[config.mk]
export PLATFORM = sky130hd
export DESIGN_NAME = egress_tag_alloc_flat
export DESIGN_NICKNAME = d
export VERILOG_FILES = /design/src/rtl/egress_tag_alloc_if.sv /design/src/rtl/egress_tag_alloc.sv /design/src/flat_wrapper.sv
export SDC_FILE = /design/constraint.sdc
export NUM_CORES = 1
export LEC_CHECK = 0
export CAP_MARGIN = 5
export CORE_ASPECT_RATIO = 1.25
export CORE_MARGIN = 2
export CORE_UTILIZATION = 61
export DETAILED_ROUTE_END_ITERATION = 12
export PLACE_DENSITY_LB_ADDON = 0.1
export SYNTH_ARGS = -nofsm -noshare
export SYNTH_HDL_FRONTEND = slang
export SYNTH_SLANG_ARGS = --single-unit
[constraint.sdc]
create_clock -name clk -period 4.31 [get_ports clk]
set_clock_uncertainty 0.1 [all_clocks]
set_input_delay 0.862 -clock clk [delete_from_list [all_inputs] [get_ports clk]]
set_output_delay 0.862 -clock clk [all_outputs]
set_load 0.005 [all_outputs]
[src/rtl/egress_tag_alloc_if.sv]
// rtl/egress_tag_alloc_if.sv - tag allocate/publish/release handshake bundle
interface egress_tag_alloc_if #(
  parameter int TAG_W = 5,
  parameter int DST_W = 2
);
  logic                   alloc_valid;
  logic [DST_W-1:0]       alloc_dst;
  logic                   alloc_rdy;
  logic [TAG_W-1:0]       alloc_tag;
  logic [TAG_W+DST_W-1:0] tag;
  logic                   tag_vld;
  logic                   rel_valid;
  logic [TAG_W-1:0]       rel_tag;

  modport master (
    output alloc_valid, alloc_dst, rel_valid, rel_tag,
    input  alloc_rdy, alloc_tag, tag, tag_vld
  );

  modport slave (
    input  alloc_valid, alloc_dst, rel_valid, rel_tag,
    output alloc_rdy, alloc_tag, tag, tag_vld
  );
endinterface

[src/rtl/egress_tag_alloc.sv]
// rtl/egress_tag_alloc.sv - non-posted read tag free list with busy tracking
module egress_tag_alloc #(
  parameter int TAG_W = 5,
  parameter int DST_W = 2
) (
  input  logic                clk,
  input  logic                rst_n,
  egress_tag_alloc_if.slave   bus,
  output logic [TAG_W:0]      free_cnt,
  output logic                init_done,
  output logic                err_dbl_free
);
  localparam int NUM_TAGS = 1 << TAG_W;
  localparam int T_W      = TAG_W + DST_W;

  typedef enum logic {S_INIT, S_RUN} state_t;

  state_t              state_q, state_d;
  logic [TAG_W-1:0]    fifo [NUM_TAGS];
  logic [TAG_W:0]      wr_ptr, rd_ptr;
  logic [NUM_TAGS-1:0] busy;
  logic [TAG_W-1:0]    init_cnt;
  logic [TAG_W-1:0]    head;
  logic                rdy, grant, rel_ok, push;
  logic [TAG_W-1:0]    push_tag;
  logic [T_W-1:0]      tag_q;
  logic                tag_vld_q;

  // Occupancy falls out of the extended pointers, so no separate counter to keep coherent.
  assign free_cnt      = wr_ptr - rd_ptr;
  assign head          = fifo[rd_ptr[TAG_W-1:0]];
  assign bus.alloc_rdy = rdy;
  assign bus.alloc_tag = head;
  assign bus.tag       = tag_q;
  assign bus.tag_vld   = tag_vld_q;

  always_comb begin
    state_d  = state_q;
    rdy      = 1'b0;
    grant    = 1'b0;
    rel_ok   = 1'b0;
    push     = 1'b0;
    push_tag = bus.rel_tag;
    case (state_q)
      S_INIT: begin
        push     = 1'b1;
        push_tag = init_cnt;
        if (init_cnt == TAG_W'(NUM_TAGS - 1)) state_d = S_RUN;
      end
      S_RUN: begin
        rdy    = (free_cnt != '0);
        grant  = bus.alloc_valid & rdy;
        // Busy is sampled before this cycle's grant, so releasing the tag being granted is an error.
        rel_ok = bus.rel_valid & busy[bus.rel_tag];
        push   = rel_ok;
      end
      default: state_d = S_INIT;
    endcase
  end

  always_ff @(posedge clk) begin
    if (push) fifo[wr_ptr[TAG_W-1:0]] <= push_tag;
  end

  always_ff @(posedge clk) begin
    if (!rst_n) begin
      state_q      <= S_INIT;
      wr_ptr       <= '0;
      rd_ptr       <= '0;
      busy         <= '0;
      init_cnt     <= '0;
      init_done    <= 1'b0;
      tag_q        <= '0;
      tag_vld_q    <= 1'b0;
      err_dbl_free <= 1'b0;
    end else begin
      state_q      <= state_d;
      init_done    <= (state_d == S_RUN);
      err_dbl_free <= bus.rel_valid & ~busy[bus.rel_tag];
      tag_vld_q    <= grant;
      if (state_q == S_INIT) init_cnt <= init_cnt + TAG_W'(1);
      if (push) wr_ptr <= wr_ptr + (TAG_W+1)'(1);
      if (grant) begin
        rd_ptr     <= rd_ptr + (TAG_W+1)'(1);
        busy[head] <= 1'b1;
        tag_q      <= {bus.alloc_dst, head};
      end
      if (rel_ok) busy[bus.rel_tag] <= 1'b0;
    end
  end
endmodule
[src/flat_wrapper.sv]
// flat-port wrapper written by rule: the top's interface ports become plain ports
module egress_tag_alloc_flat 
#(
  parameter int TAG_W = 5,
  parameter int DST_W = 2
)
  (clk, rst_n, free_cnt, init_done, err_dbl_free, bus_alloc_valid, bus_alloc_dst, bus_rel_valid, bus_rel_tag, bus_alloc_rdy, bus_alloc_tag, bus_tag, bus_tag_vld);
  egress_tag_alloc_if #(.TAG_W(TAG_W), .DST_W(DST_W)) bus_i ();
  input  logic clk;
  input  logic rst_n;
  output logic [TAG_W:0] free_cnt;
  output logic init_done;
  output logic err_dbl_free;
  input wire logic [$bits(bus_i.alloc_valid)-1:0] bus_alloc_valid;
  input wire logic [$bits(bus_i.alloc_dst)-1:0] bus_alloc_dst;
  input wire logic [$bits(bus_i.rel_valid)-1:0] bus_rel_valid;
  input wire logic [$bits(bus_i.rel_tag)-1:0] bus_rel_tag;
  output wire logic [$bits(bus_i.alloc_rdy)-1:0] bus_alloc_rdy;
  output wire logic [$bits(bus_i.alloc_tag)-1:0] bus_alloc_tag;
  output wire logic [$bits(bus_i.tag)-1:0] bus_tag;
  output wire logic [$bits(bus_i.tag_vld)-1:0] bus_tag_vld;
  assign bus_i.alloc_valid = bus_alloc_valid;
  assign bus_i.alloc_dst = bus_alloc_dst;
  assign bus_i.rel_valid = bus_rel_valid;
  assign bus_i.rel_tag = bus_rel_tag;
  assign bus_alloc_rdy = bus_i.alloc_rdy;
  assign bus_alloc_tag = bus_i.alloc_tag;
  assign bus_tag = bus_i.tag;
  assign bus_tag_vld = bus_i.tag_vld;
  egress_tag_alloc #(.TAG_W(TAG_W), .DST_W(DST_W)) u_core (.clk(clk), .rst_n(rst_n), .bus(bus_i), .free_cnt(free_cnt), .init_done(init_done), .err_dbl_free(err_dbl_free));
endmodule
=== Yosys cells after proc, flatten, opt, wreduce, memory -nomap -nowiden ===
Memory sizes are Yosys's and may differ from the RTL's. A register that Yosys moved wholly into a read port is not among the register bits.
Cells that the tools add are included.

* Memories: 1
* Logic and storage cells: 49
* Output and inout port bits: 22
* Bits in writable memories: 160
* Input port bits: 11
* Register bits: 59

* Magnitude comparators: 4
* Eq/ne operators: 1
* Multiplexer cells: 20
* $add $sub $neg: 4
* Reductions and logical operators: 3
* Bitwise gates (word level): 8

{| class="wikitable"
|+ Memory list
! name !! depth !! bits a word !! read ports !! clocked after Yosys merged registers in !! wr ports !! RTL line !! RTL
|-
| u_core.fifo || 32 || 5 || 1 || 1 || 1 || egress_tag_alloc.sv:19 || <nowiki>logic [TAG_W-1:0] fifo [NUM_TAGS];</nowiki>
|}

{| class="wikitable"
|+ Operator list
! operator !! count
|-
| $mux 32 || 3
|-
| $and 32x32->32 || 1
|-
| $not 32->32 || 1
|-
| $or 32x32->32 || 1
|-
| $mux 5 || 3
|-
| $add 6x1->6 const B || 2
|-
| $lt 5x6->1 const B || 2
|-
| $demux 1 s5 || 2
|-
| $ge 5x1->1 const B || 2
|-
| $mux 1 || 10
|-
| $reduce_bool 6->1 || 1
|-
| $sub 6x6->6 || 1
|-
| $add 5x1->5 const B || 1
|-
| $bmux 1 s5 || 1
|-
| $eq 5x5->1 const B || 1
|-
| $and 1x1->1 || 3
|-
| $logic_and 1x1->1 || 2
|-
| $not 1->1 || 2
|-
| $pmux 1 s2 || 1
|}

=== Longest topological paths before layout ===
* Depth after elaboration: 9
* Mapped depth: 11
* Mapped depth without buffers: 10

=== Least setup slack after synthesis ===
Ideal clock, no wire load.

* Kind: input to register
* From: in bus_rel_tag[3]
* To: mem u_core.fifo[15][0] (enable)
* Setup time: 374 ps
* Arrival: 2911 ps
* Cell stages on the path: 8
* Setup slack: 925 ps
* Buffers on the path: 2
* Data required time: 3836 ps
* Cells stage by stage: buf_2 or3b_1 buf_2 o22ai_1 nor4_4 o221ai_4 nand2_1 nor3_1

* Longest elaborated chain between the ends: 6

{| class="wikitable"
|+ Ends and longest elaborated chain
! item !! RTL line !! RTL
|-
| start: declaration || flat_wrapper.sv:17 || <nowiki>input wire logic [$bits(bus_i.rel_tag)-1:0] bus_rel_tag;</nowiki>
|-
| $bmux 1 s5 || egress_tag_alloc.sv:54 || <nowiki>rel_ok = bus.rel_valid & busy[bus.rel_tag];</nowiki>
|-
| $mux 1 (implied by the code) || egress_tag_alloc.sv:54 ||
|-
| $and 1x1->1 || egress_tag_alloc.sv:54 ||
|-
| $pmux 1 s2 || egress_tag_alloc.sv:44 || <nowiki>case (state_q)</nowiki>
|-
| $mux 1 || egress_tag_alloc.sv:62 || <nowiki>if (push) fifo[wr_ptr[TAG_W-1:0]] <= push_tag;</nowiki>
|-
| $mux 1 (implied by the code) || egress_tag_alloc.sv:62 ||
|-
| end: declaration || egress_tag_alloc.sv:19 ||
|}

Every way passes these cells. The select of a mux whose other input is x is not followed.

==> results.toml <==
[die]
dieWidth_um = 119
initial_core_util_pct = 62.5
core_um2 = 16200
ios = 33
num_rows = 52
fp.dieH_um = 148
dieArea_um2 = 17700

[routing]
dr.pass1.iters = 5
ant_nets = 0
wl_mm = 23.3
drt_iter0_markers = 649
vias = 6548
vias_per_cell = 6.43
wl_per_cell_um = 22.9
drc = 0

[power_and_ir_drop]
p_per_area_nw_per_um2 = 395
ir_drop_mv = 0.414
power_frac_comb_pct = 6.2
pwr-share-clk_pct = 41.5
p_int_mw = 3.52
swShare_pct = 21.4
p_seq_share_pct = 52.3
power_switching_mw = 0.960
leakagePower_nw = 3.69

[critical_path]
path_class = "register to output pin"
worstPathArrival_ns = 3.16
cp.required_ns = 3.35
start_kind = "register"
end_kind = "output pin"
path_max_fanout = 16

[cts]
cts_made_buffers = 22
cts_buffer_depth = 3
clock_latency_ns = 0.50
root_buffer = "clkbuf_16"
htree_num_levels = 1
clk_pin_slew_worst_paths_ns = 0.06
cts_tree = "yes"
cts.sinks = 224
holdBufCountCts = 0
post_cts_buffers = 0
cts_resized = 1

[sta]
rsz0062_at_grt = "false"
tns_ns = 0
worstMarginPinSlew_ns = 0.893
max_freq_mhz = 243
hold_viol = 0
finalCritPeriodShare_pct = 95.6
final_max_slew_viol_count = 0
fin_crit_ns = 4.12
relSlewSlack_pct = 40.0
finalSetupViolations = 0

[global_routing]
grt_pass1_wl_mm = 36.6
grt_max_degree = 46
grt_use_total_pct = 27.1
grt_pass1_vias = 6755
grt_overflow = 0
grt_antenna_before_repair = 0

[cells_and_area]
final.fill_count = 1079
fin_area_um2 = 11300
antennaDiodeCount = 0
stdcell_count = 1019
nNetsFinal = 812
syn2layout_area_growth_pct = 12.0
drive_above_1_share_pct = 14.1

[synthesis]
synth_edf_count = 160
synth_nets = 781
synth_warnings = 0
ys_ff_latch = 224
ys_top_cells_by_area = "edfxtp_1 (47%), dfxtp_1 (13%), mux4_2 (6.2%)"
syn_area_per_cell_um2 = 13.4
synth_cell_types = 73
synth_ff_type = "edfxtp_1"
synthCells = 757
yosysTopAreaCell = "edfxtp_1"
ys_top_cells_by_count = "edfxtp_1 (160), dfxtp_1 (64), nor2_1 (64), nand2_1 (53), mux2i_1 (31)"
ys_seq_area_share_pct = 60.1
yosysMostFrequentCell = "edfxtp_1"
synth_area_um2 = 10100
yosysTopAreaCellShare_pct = 47.4
async_flop_share_pct = 0

[run_status]
outcome = "completed"

[placement]
place.port_buffers = 32
dpl_cell_area_um2 = 10600
dp.cells = 980
gp_congestion = 0.903
dp_hpwl_mm = 15.5

[min_path]
hold_class = "register to register"

[run]
maxCapViolations = 0
==> cell type report <==
class                      instances  area, µm²  share of cell area (%)
clock inverter                    12        110                   0.971
clock buffer                      27        591                    5.21
sequential                       224       6090                    53.7
multi-input combinational        464       3700                    32.6
inverter                          24       90.1                   0.794
timing repair buffer              52        495                    4.37
tap                              216        270                    2.38
==> power groups by stage <==
stage          sequential, mW  combinational [mW]  clock [mW]
6_report                 2.35               0.278        1.86
4_1_cts                  2.35               0.275        1.89
5_1_grt                  2.35               0.298        1.97
3_5_place_dp             2.39               0.274           0
2_1_floorplan            2.38               0.168           0
3_3_place_gp             2.39               0.271           0
==> state kept, by name, indices dropped and copies added, names as in the netlist, named ones only <==
register,cells
u_core.init_cnt,5
u_core.init_done,1
u_core.busy,32
u_core.err_dbl_free,1
u_core.bus.tag_vld,1
u_core.bus.tag,7
u_core.wr_ptr,6
u_core.rd_ptr,6
u_core.fifo,160
==> layout by cell type (no fill, tap or decap), types with 5 or more instances in the layout <==
cell               n
nand3_1           23
xnor2_1            5
mux2_2             7
o21ai_0           12
nand2b_1           6
clkbuf_16         23
mux4_2            28
buf_4             18
nor2_1            64
edfxtp_1         160
nand3b_1          10
nor3_1            10
clkdlybuf4s50_1   32
o31ai_1           13
a21oi_1           30
nand4_1            5
or3_1             17
dfxtp_1           62
o211ai_1           6
o21ai_1            7
o22ai_1           30
nor2b_1            8
nand2_1           53
mux4_1             8
ha_1              12
mux2i_1           31
inv_1             24
==> through the flow <==
step                      power, mW  utilization [%]  worst slack [ns]  hold WS, ns
after detailed placement       2.67             65.7            0.0599        0.344
after global placement         2.66             65.7             0.202        0.336
after global routing           4.62             70.0            0.0563        0.374
after floorplan                2.55                -             0.925        0.324
final                          4.48             70.0             0.188        0.349
after CTS                      4.51             70.0             0.198        0.353
==> per-layer routing <==
metal  wire length [µm]  track usage, %  up-vias
li1                   -               -     2969
met1               8910            32.9     3231
met2              12100            48.0      273
met3               1470            4.98       75
met4                858            11.0        0
met5                  0               0        -
==> worst max-delay path, cell delays in order, from the launching register on <==
cell,delay (ns)
dfxtp_1,0.74
nand3b_1,0.26
o22ai_1,0.19
nor4_4,0.82
clkdlybuf4s50_1,0.65
==> final timing paths <==
kind,slack [ns],from,to,cells after the start
worst min-delay path,0.35,u_core.busy[28],u_core.busy[28],2
worst max register to register,0.71,u_core.wr_ptr[0],u_core.busy[13],10
worst min register to register,0.35,u_core.busy[28],u_core.busy[28],2
worst max-delay path,0.19,register,bus_alloc_tag[4],4
==> kinds of logic (layout without fill, tap and decap cells) <==
group,Yosys count,count (layout),synth area share (%)
and+or+nand+nor,233,233,12.3
adders and majority gates,13,13,1.68
DFF,224,224,60.1
buffers and inverters,69,115,3.42
muxes,75,75,12.3
AOI/OAI and AO/OA,134,134,9.48
xor gates and xnor gates,9,9,0.778
Power figures use the tool's default switching activity.
